`config.mk`:
```
export PLATFORM = sky130hd
export DESIGN_NAME = if_fetch_flat
export DESIGN_NICKNAME = d
export VERILOG_FILES = /design/src/rtl/if_fetch_pkg.sv /design/src/rtl/if_fetch_if.sv /design/src/rtl/if_fetch_fifo.sv /design/src/rtl/if_fetch.sv /design/src/flat_wrapper.sv
export SDC_FILE = /design/constraint.sdc
export NUM_CORES = 1
export LEC_CHECK = 0
export ABC_AREA = 1
export BUFFER_PORTS_ARGS = -buffer_cell sky130_fd_sc_hd__buf_2
export CAP_MARGIN = 10
export CORE_UTILIZATION = 30
export DETAILED_ROUTE_END_ITERATION = 16
export HOLD_SLACK_MARGIN = 0.03
export SLEW_MARGIN = 5
export SYNTH_ARGS = -nofsm -noshare
export SYNTH_HDL_FRONTEND = slang
export SYNTH_SLANG_ARGS = --single-unit
```
`constraint.sdc`:
```
create_clock -name clk_i -period 4.6 [get_ports clk_i]
set_input_delay 0.92 -clock clk_i [delete_from_list [all_inputs] [get_ports clk_i]]
set_output_delay 0.92 -clock clk_i [all_outputs]
set_load 0.005 [all_outputs]
```
`src/rtl/if_fetch_pkg.sv`:
```
// ---------------------------------------------------------------------------
// if_fetch_pkg
// Purpose : shared definitions for the instruction-fetch slice. Holds the
//           tinyriscv bus widths, reset address, NOP encoding, pipeline hold
//           codes, the jump-enable level and the FIFO entry type.
// Ports   : none (package)
// ---------------------------------------------------------------------------
package if_fetch_pkg;

    localparam int InstAddrBus = 32;
    localparam int InstBus     = 32;

    localparam logic [InstAddrBus-1:0] CpuResetAddr = 32'h0000_0000;
    localparam logic [InstBus-1:0]     INST_NOP     = 32'h0000_0013;
    localparam logic                   JumpEnable   = 1'b1;

    // Pipeline control codes issued by ctrl. Any unlisted code behaves like a pause.
    typedef enum logic [1:0] {
        Pipe_Flow  = 2'd0,
        Pipe_Pause = 2'd1,
        Pipe_Clear = 2'd2
    } hold_flag_e;

    // One buffered fetch response: the address it was fetched from plus the word.
    typedef struct packed {
        logic [InstAddrBus-1:0] addr;
        logic [InstBus-1:0]     inst;
    } fetch_entry_t;

endpackage

```
`src/rtl/if_fetch_if.sv`:
```
// ---------------------------------------------------------------------------
// if_fetch_if
// Purpose : rib instruction-port bundle between the fetch unit and memory.
// Signals : req    fetch request valid        (master -> slave)
//           addr   fetch address              (master -> slave)
//           gnt    request accepted this cycle (slave -> master)
//           rvalid response valid, in order    (slave -> master)
//           rdata  response instruction        (slave -> master)
// ---------------------------------------------------------------------------
interface if_fetch_if;
    import if_fetch_pkg::*;

    logic                   req;
    logic [InstAddrBus-1:0] addr;
    logic                   gnt;
    logic                   rvalid;
    logic [InstBus-1:0]     rdata;

    modport master (output req, output addr, input gnt, input rvalid, input rdata);
    modport slave  (input req, input addr, output gnt, output rvalid, output rdata);

endinterface

```
`src/rtl/if_fetch_fifo.sv`:
```
// ---------------------------------------------------------------------------
// if_fetch_fifo
// Purpose : synchronous FIFO of fetch_entry_t used as the fetch response
//           buffer. DEPTH must be a power of two so the pointers wrap freely.
// Ports   : clk_i/rst_ni   clock, async active-low reset
//           push_i/data_i  write an entry
//           pop_i/data_o   consume the head entry (data_o is the head)
//           flush_i        discard all entries, wins over push/pop
//           count_o/full_o/empty_o  occupancy status
// ---------------------------------------------------------------------------
module if_fetch_fifo
    import if_fetch_pkg::*;
#(
    parameter int DEPTH = 2
) (
    input  logic                       clk_i,
    input  logic                       rst_ni,
    input  logic                       push_i,
    input  logic                       pop_i,
    input  logic                       flush_i,
    input  fetch_entry_t               data_i,
    output fetch_entry_t               data_o,
    output logic [$clog2(DEPTH+1)-1:0] count_o,
    output logic                       full_o,
    output logic                       empty_o
);

    localparam int PtrW = $clog2(DEPTH);
    localparam int CntW = $clog2(DEPTH + 1);
    localparam logic [PtrW-1:0] PtrOne  = PtrW'(1);
    localparam logic [CntW-1:0] CntOne  = CntW'(1);
    localparam logic [CntW-1:0] CntFull = CntW'(DEPTH);

    fetch_entry_t    mem_q [DEPTH];
    logic [PtrW-1:0] wrPtr_q;
    logic [PtrW-1:0] rdPtr_q;
    logic [CntW-1:0] count_q;

    // Pointer and occupancy bookkeeping. A flush simply rewinds everything,
    // which is what makes a pipeline clear cheap. Push and pop together leave
    // the count unchanged, including the full case.
    always_ff @(posedge clk_i or negedge rst_ni) begin
        if (!rst_ni) begin
            wrPtr_q <= '0;
            rdPtr_q <= '0;
            count_q <= '0;
        end else if (flush_i) begin
            wrPtr_q <= '0;
            rdPtr_q <= '0;
            count_q <= '0;
        end else begin
            if (push_i) begin
                wrPtr_q <= wrPtr_q + PtrOne;
            end
            if (pop_i) begin
                rdPtr_q <= rdPtr_q + PtrOne;
            end
            if (push_i && !pop_i) begin
                count_q <= count_q + CntOne;
            end else if (pop_i && !push_i) begin
                count_q <= count_q - CntOne;
            end
        end
    end

    // Storage array carries no reset; only the pointers decide what is valid.
    always_ff @(posedge clk_i) begin
        if (push_i && !flush_i) begin
            mem_q[wrPtr_q] <= data_i;
        end
    end

    assign data_o  = mem_q[rdPtr_q];
    assign count_o = count_q;
    assign full_o  = (count_q == CntFull);
    assign empty_o = (count_q == '0);

endmodule

```
`src/rtl/if_fetch.sv`:
```
// ---------------------------------------------------------------------------
// if_fetch
// Purpose : instruction-fetch front end. Owns the PC, issues credit-limited
//           requests on the rib instruction port, buffers in-order responses
//           in a small FIFO and drives the IF/ID instruction register under
//           the Pipe_Flow / Pipe_Pause / Pipe_Clear control from ctrl.
// Ports   : clk_i, rst_ni        clock, async active-low reset
//           hold_flag_i          pipeline hold code from ctrl
//           jump_flag_i/addr_i   PC redirect, honoured only with Pipe_Clear
//           ibus (master)        request/grant/response instruction port
//           inst_o, inst_addr_o  IF/ID instruction and its address
//           inst_valid_o         IF/ID entry is a real instruction
// Config  : IF_BYPASS_EN - when defined, a kept response arriving under
//           Pipe_Flow with the FIFO empty is written straight into IF/ID.
// ---------------------------------------------------------------------------
module if_fetch
    import if_fetch_pkg::*;
#(
    parameter int                     FIFO_DEPTH = 2,
    parameter logic [InstAddrBus-1:0] RESET_ADDR = CpuResetAddr
) (
    input  logic                   clk_i,
    input  logic                   rst_ni,
    input  hold_flag_e             hold_flag_i,
    input  logic                   jump_flag_i,
    input  logic [InstAddrBus-1:0] jump_addr_i,
    if_fetch_if.master             ibus,
    output logic [InstBus-1:0]     inst_o,
    output logic [InstAddrBus-1:0] inst_addr_o,
    output logic                   inst_valid_o
);

    localparam int CntW = $clog2(FIFO_DEPTH + 1);
    localparam logic [CntW-1:0]        CntOne   = CntW'(1);
    localparam logic [CntW:0]          CreditLim = (CntW + 1)'(FIFO_DEPTH);
    localparam logic [InstAddrBus-1:0] PcStep   = InstAddrBus'(4);

    logic [InstAddrBus-1:0] pc_q, pc_d;
    logic [InstAddrBus-1:0] respAddr_q, respAddr_d;
    logic [CntW-1:0]        outstanding_q, outstanding_d;
    logic [CntW-1:0]        drop_q, drop_d;
    logic [InstBus-1:0]     inst_q, inst_d;
    logic [InstAddrBus-1:0] instAddr_q, instAddr_d;
    logic                   instValid_q, instValid_d;

    logic [CntW-1:0] fifoCount;
    logic            fifoFull, fifoEmpty;
    logic            fifoPush, fifoPop, fifoFlush;
    fetch_entry_t    fifoIn, fifoHead;

    logic            isFlow, isClear;
    logic [CntW:0]   inFlight;
    logic            fire, respKeep, bypass;

    // Credits cover both buffered and in-flight entries, so the FIFO can never
    // overflow. The request only drops on a clear; otherwise it can only rise
    // while waiting for gnt, keeping req/addr stable until accepted.
    assign isFlow   = (hold_flag_i == Pipe_Flow);
    assign isClear  = (hold_flag_i == Pipe_Clear);
    assign inFlight = {1'b0, fifoCount} + {1'b0, outstanding_q};
    assign ibus.req  = (inFlight < CreditLim) && !isClear;
    assign ibus.addr = pc_q;
    assign fire      = ibus.req && ibus.gnt;
    assign respKeep  = ibus.rvalid && (drop_q == '0);

`ifdef IF_BYPASS_EN
    assign bypass = isFlow && fifoEmpty && respKeep;
`else
    assign bypass = 1'b0;
`endif

    assign fifoIn    = '{addr: respAddr_q, inst: ibus.rdata};
    assign fifoPush  = respKeep && !bypass && !isClear && (!fifoFull || fifoPop);
    assign fifoPop   = isFlow && !fifoEmpty;
    assign fifoFlush = isClear;

    if_fetch_fifo #(.DEPTH(FIFO_DEPTH)) u_fifo (
        .clk_i   (clk_i),
        .rst_ni  (rst_ni),
        .push_i  (fifoPush),
        .pop_i   (fifoPop),
        .flush_i (fifoFlush),
        .data_i  (fifoIn),
        .data_o  (fifoHead),
        .count_o (fifoCount),
        .full_o  (fifoFull),
        .empty_o (fifoEmpty)
    );

    // Next-state logic for the PC, response tracking and the IF/ID register.
    // The clear branch comes last so it overrides any push/pop decisions made
    // above; a jump without a clear is deliberately ignored.
    always_comb begin
        pc_d          = pc_q;
        respAddr_d    = respAddr_q;
        outstanding_d = outstanding_q;
        drop_d        = drop_q;
        inst_d        = inst_q;
        instAddr_d    = instAddr_q;
        instValid_d   = instValid_q;

        if (fire) begin
            pc_d = pc_q + PcStep;
        end

        case ({fire, ibus.rvalid})
            2'b10:   outstanding_d = outstanding_q + CntOne;
            2'b01:   outstanding_d = outstanding_q - CntOne;
            default: outstanding_d = outstanding_q;
        endcase

        if (ibus.rvalid && (drop_q != '0)) begin
            drop_d = drop_q - CntOne;
        end

        if (respKeep) begin
            respAddr_d = respAddr_q + PcStep;
        end

        if (isFlow) begin
            if (bypass) begin
                inst_d      = ibus.rdata;
                instAddr_d  = respAddr_q;
                instValid_d = 1'b1;
            end else if (!fifoEmpty) begin
                inst_d      = fifoHead.inst;
                instAddr_d  = fifoHead.addr;
                instValid_d = 1'b1;
            end else begin
                inst_d      = INST_NOP;
                instValid_d = 1'b0;
            end
        end

        if (isClear) begin
            inst_d      = INST_NOP;
            instValid_d = 1'b0;
            drop_d      = outstanding_d;
            if (jump_flag_i == JumpEnable) begin
                pc_d       = jump_addr_i;
                respAddr_d = jump_addr_i;
            end else begin
                pc_d       = pc_q;
                respAddr_d = pc_q;
            end
        end
    end

    // State registers; reset leaves an empty pipeline pointing at RESET_ADDR.
    always_ff @(posedge clk_i or negedge rst_ni) begin
        if (!rst_ni) begin
            pc_q          <= RESET_ADDR;
            respAddr_q    <= RESET_ADDR;
            outstanding_q <= '0;
            drop_q        <= '0;
            inst_q        <= INST_NOP;
            instAddr_q    <= '0;
            instValid_q   <= 1'b0;
        end else begin
            pc_q          <= pc_d;
            respAddr_q    <= respAddr_d;
            outstanding_q <= outstanding_d;
            drop_q        <= drop_d;
            inst_q        <= inst_d;
            instAddr_q    <= instAddr_d;
            instValid_q   <= instValid_d;
        end
    end

    assign inst_o       = inst_q;
    assign inst_addr_o  = instAddr_q;
    assign inst_valid_o = instValid_q;

endmodule

```
`src/flat_wrapper.sv`:
```
// flat-port wrapper written by rule: the top's interface ports become plain ports
module if_fetch_flat import if_fetch_pkg::*;
#(
    parameter int                     FIFO_DEPTH = 2,
    parameter logic [InstAddrBus-1:0] RESET_ADDR = CpuResetAddr
)
  (clk_i, rst_ni, hold_flag_i, jump_flag_i, jump_addr_i, inst_o, inst_addr_o, inst_valid_o, ibus_req, ibus_addr, ibus_gnt, ibus_rvalid, ibus_rdata);
  if_fetch_if ibus_i ();
  input  logic clk_i;
  input  logic rst_ni;
  input  hold_flag_e hold_flag_i;
  input  logic jump_flag_i;
  input  logic [InstAddrBus-1:0] jump_addr_i;
  output logic [InstBus-1:0] inst_o;
  output logic [InstAddrBus-1:0] inst_addr_o;
  output logic inst_valid_o;
  output wire logic [$bits(ibus_i.req)-1:0] ibus_req;
  output wire logic [$bits(ibus_i.addr)-1:0] ibus_addr;
  input wire logic [$bits(ibus_i.gnt)-1:0] ibus_gnt;
  input wire logic [$bits(ibus_i.rvalid)-1:0] ibus_rvalid;
  input wire logic [$bits(ibus_i.rdata)-1:0] ibus_rdata;
  assign ibus_req = ibus_i.req;
  assign ibus_addr = ibus_i.addr;
  assign ibus_i.gnt = ibus_gnt;
  assign ibus_i.rvalid = ibus_rvalid;
  assign ibus_i.rdata = ibus_rdata;
  if_fetch #(.FIFO_DEPTH(FIFO_DEPTH), .RESET_ADDR(RESET_ADDR)) u_core (.clk_i(clk_i), .rst_ni(rst_ni), .hold_flag_i(hold_flag_i), .jump_flag_i(jump_flag_i), .jump_addr_i(jump_addr_i), .ibus(ibus_i), .inst_o(inst_o), .inst_addr_o(inst_addr_o), .inst_valid_o(inst_valid_o));
endmodule
```
### Word level (Yosys, flattened, before mapping)

Memory sizes are Yosys's and may differ from the RTL's.
Index checks and enable logic that the tools add are counted.

* flip-flop bits (word level): 137
* logic and storage cells: 78
* memory bits (read-only): 0
* bits in latches: 0
* bits in writable memories: 128
* input bits: 71
* output and inout bits: 98
* memories kept: 1

* add/sub/neg operators: 10
* mux-type cells: 23
* magnitude comparators: 1
* reductions and logical operators: 28
* divide/modulo/power cells: 0
* bitwise logic cells: 1
* multiply operators: 0
* shift operators: 0
* equality and inequality tests: 4

Memories
* u_core.u_fifo.mem_q: depth 2, bits a word 64, rd ports 1, clocked after memory_dff 0, wr ports 1, RTL line if_fetch_fifo.sv:34 `fetch_entry_t mem_q [DEPTH];`

Operators by type and width (count)
* 32-bit two-way mux: 8
* 32-bit by 3-bit adder with 32-bit output, second input constant: 2
* 2-bit nonzero test: 7
* 1-bit logical AND: 10
* 2-bit two-way mux: 5
* 1-bit two-way mux: 9
* 2-bit == test, second input constant: 3
* 2-bit logical NOT: 3
* 2-bit by 1-bit subtractor with 2-bit output, second input constant: 3
* 1-bit logical NOT: 5
* 2-bit by 1-bit adder with 2-bit output, second input constant: 2
* 2-bit one-hot mux with 2 select lines: 1
* 2-bit by 2-bit adder with 3-bit output: 1
* 3-bit by 2-bit less-than comparator with 1-bit output, second input constant: 1
* 3-bit nonzero test: 1
* 1-bit adder, second input constant: 2
* 2-bit by 1-bit == test with 1-bit output, second input constant: 1
* 2-bit AND reduction: 1
* 1-bit logical OR: 1
* 1-bit NOT: 1

### Logic depth before layout (Yosys ltp)

Gate-level depths: netlist of run 1.

* depth in word-level cells: 10
* gate-level depth with buffers: 12

### Hierarchy

Synthesis of run 1 repeated with hierarchy kept, for this count alone.

* cells, all modules: 1236
* area, all modules: 12320.6 um^2

Modules (own cells, without submodules)
* if_fetch: times used 1, area each 7254.5 um^2, cells an instance 1000, sequential area each 3281.9 um^2
* if_fetch_fifo: times used 1, area each 5066.1 um^2, cells an instance 236, sequential area each 3943.8 um^2

### Worst setup path before layout of run 1

OpenSTA, ideal clock, no wires.

* path type: in2reg
* start: input hold_flag_i[0]
* end: memory u_core.u_fifo.mem_q[0][0] in the netlist's numbering, enable pin
* setup slack: -0.129 ns
* library setup time: 0.487 ns
* required time: 4.113 ns
* arrival time: 4.242 ns
* stages: 6
* buffers on the path: 2
* path through: buf_4 -> nor2_1 -> buf_4 -> nor2_1 -> o21ai_0 -> nor2_1

* word-level cells in the longest chain between the ends: 7
* elaborated cells on any way between the ends: 10
* those cells by class: 1 x eq/ne; 2 x mux; 7 x reduce/logical

Ends and longest elaborated chain
* start, declared: RTL line flat_wrapper.sv:11 `input hold_flag_e hold_flag_i;`
* 2-bit == test or 2-bit logical NOT (tied branches): RTL line if_fetch.sv:59, if_fetch.sv:58
* 1-bit logical NOT or 1-bit logical AND (tied branches): RTL line if_fetch_fifo.sv:68, if_fetch.sv:73, if_fetch.sv:74
* 1-bit logical AND or 1-bit logical OR (tied branches): RTL line if_fetch.sv:73 `assign fifoPush = respKeep && !bypass && !isClear && (!fifoFull || fifoPop);`
* 1-bit logical AND: RTL line if_fetch.sv:73
* 1-bit logical AND *: RTL line if_fetch_fifo.sv:68 `if (push_i && !flush_i) begin`
* 1-bit two-way mux *: RTL line if_fetch_fifo.sv:68
* 1-bit two-way mux (not written as such) *: RTL line if_fetch_fifo.sv:69 `mem_q[wrPtr_q] <= data_i;`
* end, declared: RTL line if_fetch_fifo.sv:34

Every way passes the cells marked *; elsewhere a longest branch is shown, timed or not.

### Worst setup path after layout of run 1

* start: input hold_flag_i[0]
* end: output ibus_req

* word-level cells in the longest chain between the ends: 3

Ends and longest elaborated chain
* 2-bit == test: RTL line if_fetch.sv:59 `assign isClear = (hold_flag_i == Pipe_Clear);`
* 1-bit logical NOT: RTL line if_fetch.sv:61 `assign ibus.req = (inFlight < CreditLim) && !isClear;`
* 1-bit logical AND: RTL line if_fetch.sv:61
* end, declared: RTL line flat_wrapper.sv:17 `output wire logic [$bits(ibus_i.req)-1:0] ibus_req;`

No other way between the ends.

==> results of run 1 <==
area by class of cell:
cell class                      count  area, µm²
Clock buffer                       38        790
Clock inverter                     16        174
Fill cell                        4066      25500
Inverter                          105        397
Multi-Input combinational cell    874       4310
Sequential cell                   265       7280
Tap cell                          525        657
Timing Repair Buffer              178        922
layout by cell type, fill, tap and decap left out, types with 2 or more instances in the layout:
cell	synthesis	layout
nand2_1	327	327
buf_2	22	167
nor2_1	146	143
dfrtp_1	134	133
edfxtp_1	128	128
inv_1	98	98
nand3_1	86	86
o21ai_0	85	85
a21oi_1	78	78
a31oi_1	45	45
mux2i_1	29	29
clkbuf_16	0	29
nor2_4	13	16
buf_4	10	10
nand2_2	9	9
o21ai_1	9	9
clkinv_2	0	9
nor2_2	6	6
o211ai_1	6	6
clkbuf_1	15	6
inv_2	5	5
nand2_4	5	5
ha_1	5	5
xnor2_1	3	3
and2_1	3	3
o21bai_1	3	3
xor2_1	3	3
bufinv_16	0	3
clkbuf_8	2	3
dfstp_2	3	3
nor3_1	2	2
nor2_8	2	2
a22oi_1	2	2
clkinv_1	1	2
clkinvlp_4	0	2
where the power goes:
| part | switching, µW | internal (µW) | total, µW |
|---|---|---|---|
| clock | 947 | 1380 | 2330 |
| combinational | 1510 | 910 | 2420 |
| sequential | 571 | 3170 | 3740 |
| total | 3030 | 5460 | 8480 |
routing by layer:
metal	routed length, µm	track usage [%]	vias up
li1	-	-	4652
met1	15100	22.5	4533
met2	13900	23.4	382
met3	2310	2.06	34
met4	442	2.64	0
met5	0	0	-
sequential cells by signal (all words and copies together), names as in the netlist:
name	cells
u_core.inst_addr_o	32
u_core.drop_q	2
u_core.u_fifo.mem_q	128
u_core.u_fifo.rdPtr_q	1
u_core.inst_o	32
u_core.u_fifo.wrPtr_q	1
u_core.ibus.addr	32
u_core.outstanding_q	2
u_core.respAddr_q	32
u_core.u_fifo.count_o	2
u_core.inst_valid_o	1
logic make-up (layout without fill, tap and decap cells):
kind of cell	after synthesis	count (layout)
AND/OR/NAND/NOR	603	603
flip-flops	265	265
AO/OA/AOI/OAI	230	230
buffers and inverters	159	337
multiplexers	29	29
adder cells (fa/ha/maj)	6	6
XOR/XNOR	6	6
critical path: stages:
cell,delay (ps)
buf_2,600
nor2_4,260
nor3_1,670
buf_2,240
stage by stage:
| step | area [µm²] | hold WS (ps) | cells | worst slack [ps] |
|---|---|---|---|---|
| 3_5_place_dp | 13600 | 464 | 1947 | 951 |
| 5_1_grt | 14500 | 505 | 2001 | 910 |
| 3_3_place_gp | 13600 | 461 | 1947 | 1030 |
| 2_1_floorplan | 12300 | 442 | 1298 | -129 |
| 4_1_cts | 14500 | 480 | 2001 | 1010 |
| 6_report | 14500 | 440 | 2001 | 968 |
how the worst max path moves through the flow:
stage / from / to / cells after the start
2_1_floorplan: hold_flag_i[0] / u_core.u_fifo.mem_q[0][0] / 6
3_3_place_gp: hold_flag_i[0] / u_core.u_fifo.mem_q[1][3] / 6
3_5_place_dp: hold_flag_i[0] / u_core.u_fifo.mem_q[1][18] / 6
4_1_cts: hold_flag_i[0] / ibus_req / 4
5_1_grt: hold_flag_i[0] / ibus_req / 4
6_report: hold_flag_i[0] / ibus_req / 4
==> results.py, run 1 <==
metrics = {
    "outcome": {
        "outcome": "completed",
    },
    "timing": {
        "worstMarginPinSlew_ps": 1050,
        "fin_crit_sh_pct": 78.9,
        "fin_tns_setup_ps": 0,
        "finalCriticalPeriod_ps": 3630,
        "slew_headroom_pct": 29.4,
        "fmax_mhz": 275,
        "drv_slew": 0,
        "finalHoldViolCount": 0,
        "setup_viol": 0,
        "rsz0062_at_grt": "false",
        "finClkSkew_ps": 15.3,
    },
    "worst_setup_path": {
        "reg2reg_depth": 7,
        "start_kind": "input pin",
        "r2r_start": "u_core.drop_q[0]",
        "crit_fanout": 33,
        "arrival_ps": 2710,
        "ff2ff_setup_slack_ps": 2000,
        "r2r-end": "u_core.u_fifo.mem_q[0][18]",
        "critical_path_required_ps": 3680,
        "crit_type": "input pin to output port",
        "cp-end-kind": "output port",
    },
    "synth": {
        "yosys.area.top_type_share_pct": 31.3,
        "synth_fa_ha_area_share_pct": 0.673,
        "synthMuxAreaShare_pct": 2.36,
        "syn_avg_cell_area_um2": 9.46,
        "syn_nets": 1375,
        "synth_area_mm2": 0.0123,
        "ys_ff_latch": 265,
        "ys_top_cells_by_area": "edfxtp_1 (31%), dfrtp_1 (27%), nand2_1 (10%)",
        "synth_compound_area_share_pct": 10.1,
        "yosysTopAreaCell": "edfxtp_1",
        "ys_warn_count": 0,
        "synth-main-ff-cell": "dfrtp_1",
        "yosysMostFrequentCell": "nand2_1",
        "async_flop_share_pct": 51.7,
        "synth.distinct_cells": 40,
        "synth_top_family_by_area": "simple AND/OR/NAND/NOR gates",
        "synth_common_cells": "nand2_1 (327), nor2_1 (146), dfrtp_1 (134)",
        "synth_simple_gate_area_share_pct": 21.3,
        "synthXorXnorAreaFrac_pct": 0.428,
        "syn_inst": 1298,
        "synth-edff-count": 128,
        "ys_seq_area_share_pct": 59.3,
    },
    "clock_network": {
        "clk_pin_slew_ps": 60,
        "cts_buffers": 29,
        "postCtsSetupBuffers": 0,
        "cts_buffer_depth": 3,
        "clkLatencyLatePin_ps": 560,
        "clk_root_buffer_cell": "clkbuf_16",
        "cts.sinks": 265,
        "hold_buffers": 0,
        "cts_tree": "done",
        "cts-htree-levels": 1,
        "cts_resized": 0,
    },
    "route": {
        "drt_iter0_markers": 787,
        "drc": 0,
        "routedWlPerCell_um": 15.9,
        "wirelength_mm": 31.8,
        "vias": 9601,
        "viasPerCell": 4.80,
        "ant_nets": 0,
        "dr.pass1.iters": 8,
    },
    "power": {
        "p_leak_uw": 0.00622,
        "vdd_drop_max_mv": 0.357,
        "finalPower_uw": 8480,
        "power_density_mw_per_mm2": 584,
    },
    "grt": {
        "overflow": 0,
        "grt_pass1_vias": 8975,
        "grt_use_total_pct": 15.1,
        "grt_max_degree": 95,
        "antenna_found_initial": 0,
        "grt_pass1_wl_mm": 49.8,
    },
    "floorplanning": {
        "die_width_um": 204,
        "core_mm2": 0.0400,
        "die_h_um": 204,
        "initial_utilization_pct": 30.7,
        "dieArea_mm2": 0.0417,
        "num_rows": 73,
        "io-pin-count": 169,
    },
    "place": {
        "dpl.hpwl_mm": 21.6,
        "gp_congestion": 0.866,
        "portBuffers": 168,
    },
    "flow_run": {
        "maxCapViolations": 0,
    },
    "final_layout": {
        "diodes": 0,
        "drive_gt1_share_pct": 18.7,
        "areaGrowthSynthToFinish_pct": 18.3,
        "nNetsFinal": 1530,
        "fin_util_pct": 36.3,
    },
    "hold_path": {
        "hold_path.class": "input pin to asynchronous set/reset pin",
    },
}
No activity file was read; power rests on OpenSTA's default activity.
==> inputs of run 2 (changes only) <==
- clock period: 4.6 -> 3 ns (I/O delays scaled with it)
==> results.py, run 2 (synthesis gave the netlist of run 1 again) <==
metrics = {
    "final_layout": {
        "diodes": 0,
        "nNetsFinal": 1539,
        "fin_util_pct": 36.6,
        "regMostFlops": "u_core.u_fifo.mem_q",
        "layout_commonest_cell": "nand2_1",
        "areaGrowthSynthToFinish_pct": 19.4,
        "drive_gt1_share_pct": 18.9,
        "largest_register_ffs": 128,
        "final_cell_mix": "nand2_1 (327), buf_2 (167), nor2_1 (143)",
        "stdcell_area_mm2": 0.0147,
    },
    "timing": {
        "worstMarginPinSlew_ps": 946,
        "drv_slew": 0,
        "worst_slack_ps": 275,
        "fin_crit_sh_pct": 90.8,
        "finClkSkew_ps": 11.5,
        "slew_headroom_pct": 36.9,
        "rsz0062_at_grt": "false",
        "finalCriticalPeriod_ps": 2720,
        "finalHoldViolCount": 0,
        "setup_viol": 0,
        "fin_tns_setup_ps": 0,
        "fmax_mhz": 367,
    },
    "worst_setup_path": {
        "reg2reg_depth": 11,
        "max_stage_delay_ps": 450,
        "crit_fanout": 5,
        "arrival_ps": 2120,
        "cp-end-kind": "output port",
        "cp_cell_sequence": "nand2_1 > inv_1 > fa_1 > nor3_1 > buf_4 > buf_2",
        "slowest_stage": "fa_1",
        "critical_path_required_ps": 2400,
        "start_kind": "flop",
        "r2r-end": "u_core.drop_q[1]",
        "r2r_start": "u_core.outstanding_q[0]",
        "ff2ff_setup_slack_ps": 660,
        "crit_type": "flop to output port",
        "critPathLaunch": "u_core.outstanding_q[0]",
    },
    "route": {
        "drt_iter0_markers": 663,
        "routedWlPerCell_um": 16.1,
        "ant_nets": 0,
        "dr.pass1.iters": 5,
        "wirelength_mm": 32.3,
        "drc": 0,
        "viasPerCell": 4.79,
        "vias": 9628,
    },
    "floorplanning": {
        "dieArea_mm2": 0.0417,
        "initial_utilization_pct": 30.7,
        "core_mm2": 0.0400,
        "die_width_um": 204,
        "io-pin-count": 169,
        "die_h_um": 204,
        "num_rows": 73,
    },
    "grt": {
        "grt_max_degree": 67,
        "antenna_found_initial": 0,
        "grt_pass1_wl_mm": 51.7,
        "grt_pass1_vias": 9254,
        "grt_util_met3_pct": 2.49,
        "overflow": 0,
        "grt_use_total_pct": 15.6,
        "met2_usage_pct": 23.4,
        "busiest_layer": "met1",
        "gr-usage-met1_pct": 23.6,
    },
    "place": {
        "gp_congestion": 0.859,
        "dpl_cell_area_mm2": 0.0137,
        "portBuffers": 168,
        "dpl.hpwl_mm": 22.1,
        "pre_cts_ws_ps": 668,
    },
    "power": {
        "finalPower_uw": 13100,
        "power_density_mw_per_mm2": 897,
        "vdd_drop_max_mv": 0.443,
        "p_leak_uw": 0.00628,
    },
    "clock_network": {
        "clk_root_buffer_cell": "clkbuf_16",
        "postCtsSetupBuffers": 0,
        "hold_buffers": 0,
        "cts.sinks": 265,
        "cts_resized": 0,
        "cts-htree-levels": 1,
        "cts_tree": "done",
        "cts_buffers": 30,
        "cts_buffer_depth": 3,
        "clk_pin_slew_ps": 60,
        "clkLatencyLatePin_ps": 560,
    },
    "flow_run": {
        "maxCapViolations": 0,
    },
    "hold_path": {
        "hold_path.class": "input pin to asynchronous set/reset pin",
    },
    "outcome": {
        "outcome": "completed",
    },
}
-- run 2: cell types whose count changed in the layout (fill, tap and decap cells not counted), moves of 3 or more --
cell | previous run | this run
buf_12 | 0 | 3
buf_4 | 10 | 15
clkbuf_8 | 3 | 6
clkinv_1 | 2 | 5
clkinv_2 | 9 | 3
-- run 2: through the flow --
stage	hold slack [ps]	cells
floorplan	304	1298
global placement	460	1955
detailed placement	465	1955
CTS	44.3	2010
global route	54.8	2010
finish	25.2	2010
-- run 2: where the power goes --
part	total [µW]	switching, µW	internal [µW]
clock network	3620	1460	2160
registers	5750	892	4850
logic	3780	2340	1440
total	13100	4690	8450
-- run 2: final cells by class --
class / instances / area, µm²
clock inverters: 12 / 136
well taps: 525 / 657
multi-input cells: 874 / 4310
inverters: 105 / 397
flip-flops and latches: 265 / 7280
clock buffers: 43 / 860
repair buffers: 186 / 1020
fillers: 4047 / 25400
-- run 2: per-layer routing --
layer,vias up,share of wire (%)
met4,0,1.4
met3,33,7.0
met2,353,43
met1,4562,49
met5,-,0
li1,4680,-
-- run 2: worst max path at each step --
stage               cells past startpoint                        end
floorplan                               6  u_core.u_fifo.mem_q[0][0]
global placement                       11           u_core.drop_q[1]
detailed placement                      6        u_core.ibus.addr[2]
CTS                                     6                   ibus_req
global route                            6                   ibus_req
finish                                  6                   ibus_req
-- run 2: worst max-delay path: cells and delay by family (launching register included) --
kind / cells / cell delay, ps
adders and majority gates: 1 / 450
buffers and inverters: 3 / 380
DFF: 1 / 420
and+or+nand+nor: 2 / 320
==> inputs of run 3 (changes only) <==
- ABC_AREA: 1 -> 0
==> results.py, run 3 <==
metrics = {
    "synth": {
        "yosysTopAreaCell": "edfxtp_1",
        "synth.distinct_cells": 53,
        "ys_warn_count": 0,
        "synth-main-ff-cell": "dfrtp_1",
        "ys_seq_area_share_pct": 65.7,
        "syn_avg_cell_area_um2": 12.4,
        "ys_ff_latch": 265,
        "yosysMostFrequentCell": "dfrtp_1",
        "ys_top_cells_by_area": "edfxtp_1 (35%), dfrtp_1 (30%), mux2i_1 (6.6%)",
        "syn_inst": 891,
        "synth_common_cells": "dfrtp_1 (134), edfxtp_1 (128), nand2_1 (100)",
        "synth-edff-count": 128,
        "syn_nets": 968,
        "async_flop_share_pct": 51.7,
        "yosys.area.top_type_share_pct": 34.7,
        "synth_area_mm2": 0.0111,
    },
    "clock_network": {
        "hold_buffers": 0,
        "cts_buffer_depth": 3,
        "clk_root_buffer_cell": "clkbuf_16",
        "cts_resized": 0,
        "cts.sinks": 265,
        "cts_buffers": 30,
        "postCtsSetupBuffers": 0,
        "cts_tree": "done",
        "clkLatencyLatePin_ps": 560,
        "clk_pin_slew_ps": 60,
        "cts-htree-levels": 1,
    },
    "timing": {
        "drv_slew": 0,
        "setup_viol": 0,
        "fmax_mhz": 347,
        "holdWs_ps": 2.75,
        "finalHoldViolCount": 0,
        "finClkSkew_ps": 10.8,
        "fin_tns_setup_ps": 0,
        "rsz0062_at_grt": "false",
        "worstMarginPinSlew_ps": 720,
        "fin_crit_sh_pct": 96.0,
        "slew_headroom_pct": 51.7,
        "finalCriticalPeriod_ps": 2880,
    },
    "route": {
        "routedWlPerCell_um": 17.4,
        "wirelength_mm": 27.0,
        "ant_nets": 0,
        "drc": 0,
        "vias": 7387,
        "drt_iter0_markers": 334,
        "dr.pass1.iters": 7,
        "viasPerCell": 4.75,
    },
    "floorplanning": {
        "dieArea_mm2": 0.0377,
        "initial_utilization_pct": 30.4,
        "die_width_um": 194,
        "num_rows": 70,
        "core_mm2": 0.0364,
        "io-pin-count": 169,
        "die_h_um": 194,
    },
    "worst_setup_path": {
        "arrival_ps": 3330,
        "start_kind": "flop",
        "r2r_start": "u_core.outstanding_q[0]",
        "crit_type": "flop to flop",
        "critPathLaunch": "u_core.outstanding_q[0]",
        "ff2ff_setup_slack_ps": 120,
        "endpoint": "u_core.ibus.addr[16]",
        "r2r-end": "u_core.ibus.addr[16]",
        "critical_path_required_ps": 3450,
        "crit_fanout": 9,
        "cp-end-kind": "flop",
        "reg2reg_depth": 7,
    },
    "final_layout": {
        "diodes": 0,
        "final_cell_mix": "buf_2 (167), dfrtp_1 (133), edfxtp_1 (128)",
        "fin_util_pct": 37.0,
        "layout_commonest_cell": "buf_2",
        "largest_register_ffs": 128,
        "drive_gt1_share_pct": 23.4,
        "areaGrowthSynthToFinish_pct": 21.8,
        "nNetsFinal": 1139,
        "regMostFlops": "u_core.u_fifo.mem_q",
    },
    "grt": {
        "busiest_layer": "met2",
        "gr-usage-met1_pct": 20.9,
        "overflow": 0,
        "met2_usage_pct": 21.9,
        "antenna_found_initial": 0,
        "grt_util_met3_pct": 2.68,
        "grt_pass1_wl_mm": 42.6,
        "grt_use_total_pct": 14.3,
        "grt_pass1_vias": 7311,
        "grt_max_degree": 97,
    },
    "power": {
        "power_density_mw_per_mm2": 839,
        "vdd_drop_max_mv": 0.438,
        "p_leak_uw": 0.00534,
    },
    "place": {
        "gp_congestion": 0.838,
        "dpl.hpwl_mm": 18.1,
        "portBuffers": 168,
    },
    "outcome": {
        "outcome": "completed",
    },
    "flow_run": {
        "maxCapViolations": 0,
    },
    "hold_path": {
        "hold_path.class": "input pin to asynchronous set/reset pin",
    },
}
==> run 3: cell types whose count changed in the layout (fill, tap and decap cells not counted), moves of 38 or more <==
| cell | before | now |
|---|---|---|
| a31oi_1 | 45 | 7 |
| inv_1 | 98 | 12 |
| mux2i_1 | 29 | 73 |
| nand2_1 | 327 | 100 |
| nand3_1 | 86 | 22 |
| nor2_1 | 143 | 41 |
==> run 3: final cells by class <==
cell class	instances	area, µm²
flip-flops and latches	265	7280
multi-input cells	563	3590
well taps	468	586
clock inverters	14	113
clock buffers	42	806
fillers	3574	22900
repair buffers	189	1070
inverters	13	48.8
==> run 3: logic make-up after synthesis <==
kind of cell,after synthesis,share of synthesized area [%]
compound gates,180,9.39
buf+inv,63,2.23
fa+ha+maj,6,0.746
simple gates,255,11.4
flops,265,65.7
xor+xnor,46,3.64
mux,76,6.90
==> run 3: worst min-delay path by stage <==
stage | endpoint | start
2_1_floorplan | u_core.drop_q[0] | rst_ni
3_3_place_gp | u_core.inst_valid_o | u_core.inst_valid_o
3_5_place_dp | u_core.inst_valid_o | u_core.inst_valid_o
4_1_cts | u_core.inst_o[25] | rst_ni
5_1_grt | u_core.inst_o[27] | rst_ni
6_report | u_core.inst_o[27] | rst_ni
==> run 3: routing by layer <==
metal / wire length (µm) / vias to the layer above / part of all wire, %
met3: 1410 / 39 / 5.2
li1: - / 3592 / -
met2: 11900 / 221 / 44
met4: 634 / 0 / 2.3
met1: 13100 / 3535 / 49
met5: 0 / - / 0
==> run 3: where the power goes <==
part | internal, µW | switching [µW]
Combinational | 1150 | 1410
Clock | 1960 | 1470
Sequential | 4670 | 657
==> run 3: stage by stage <==
step           setup slack [ps]  instances  cell area, µm²  total power [µW]
4_1_cts                     103       1554           13500             11500
5_1_grt                    55.8       1554           13500             12000
6_report                    119       1554           13500             11300
3_5_place_dp                158       1498           12600              8010
3_3_place_gp                209       1498           12600              7940
2_1_floorplan              -495        891           11100              6800
==> run 3: critical path: stages (launching register included) <==
cell and delay, ps:
dfrtp_1 410, and2_1 180, fa_1 490, or3b_4 440, or4_4 630, o31ai_1 230
a21oi_1 100, a311oi_1 270
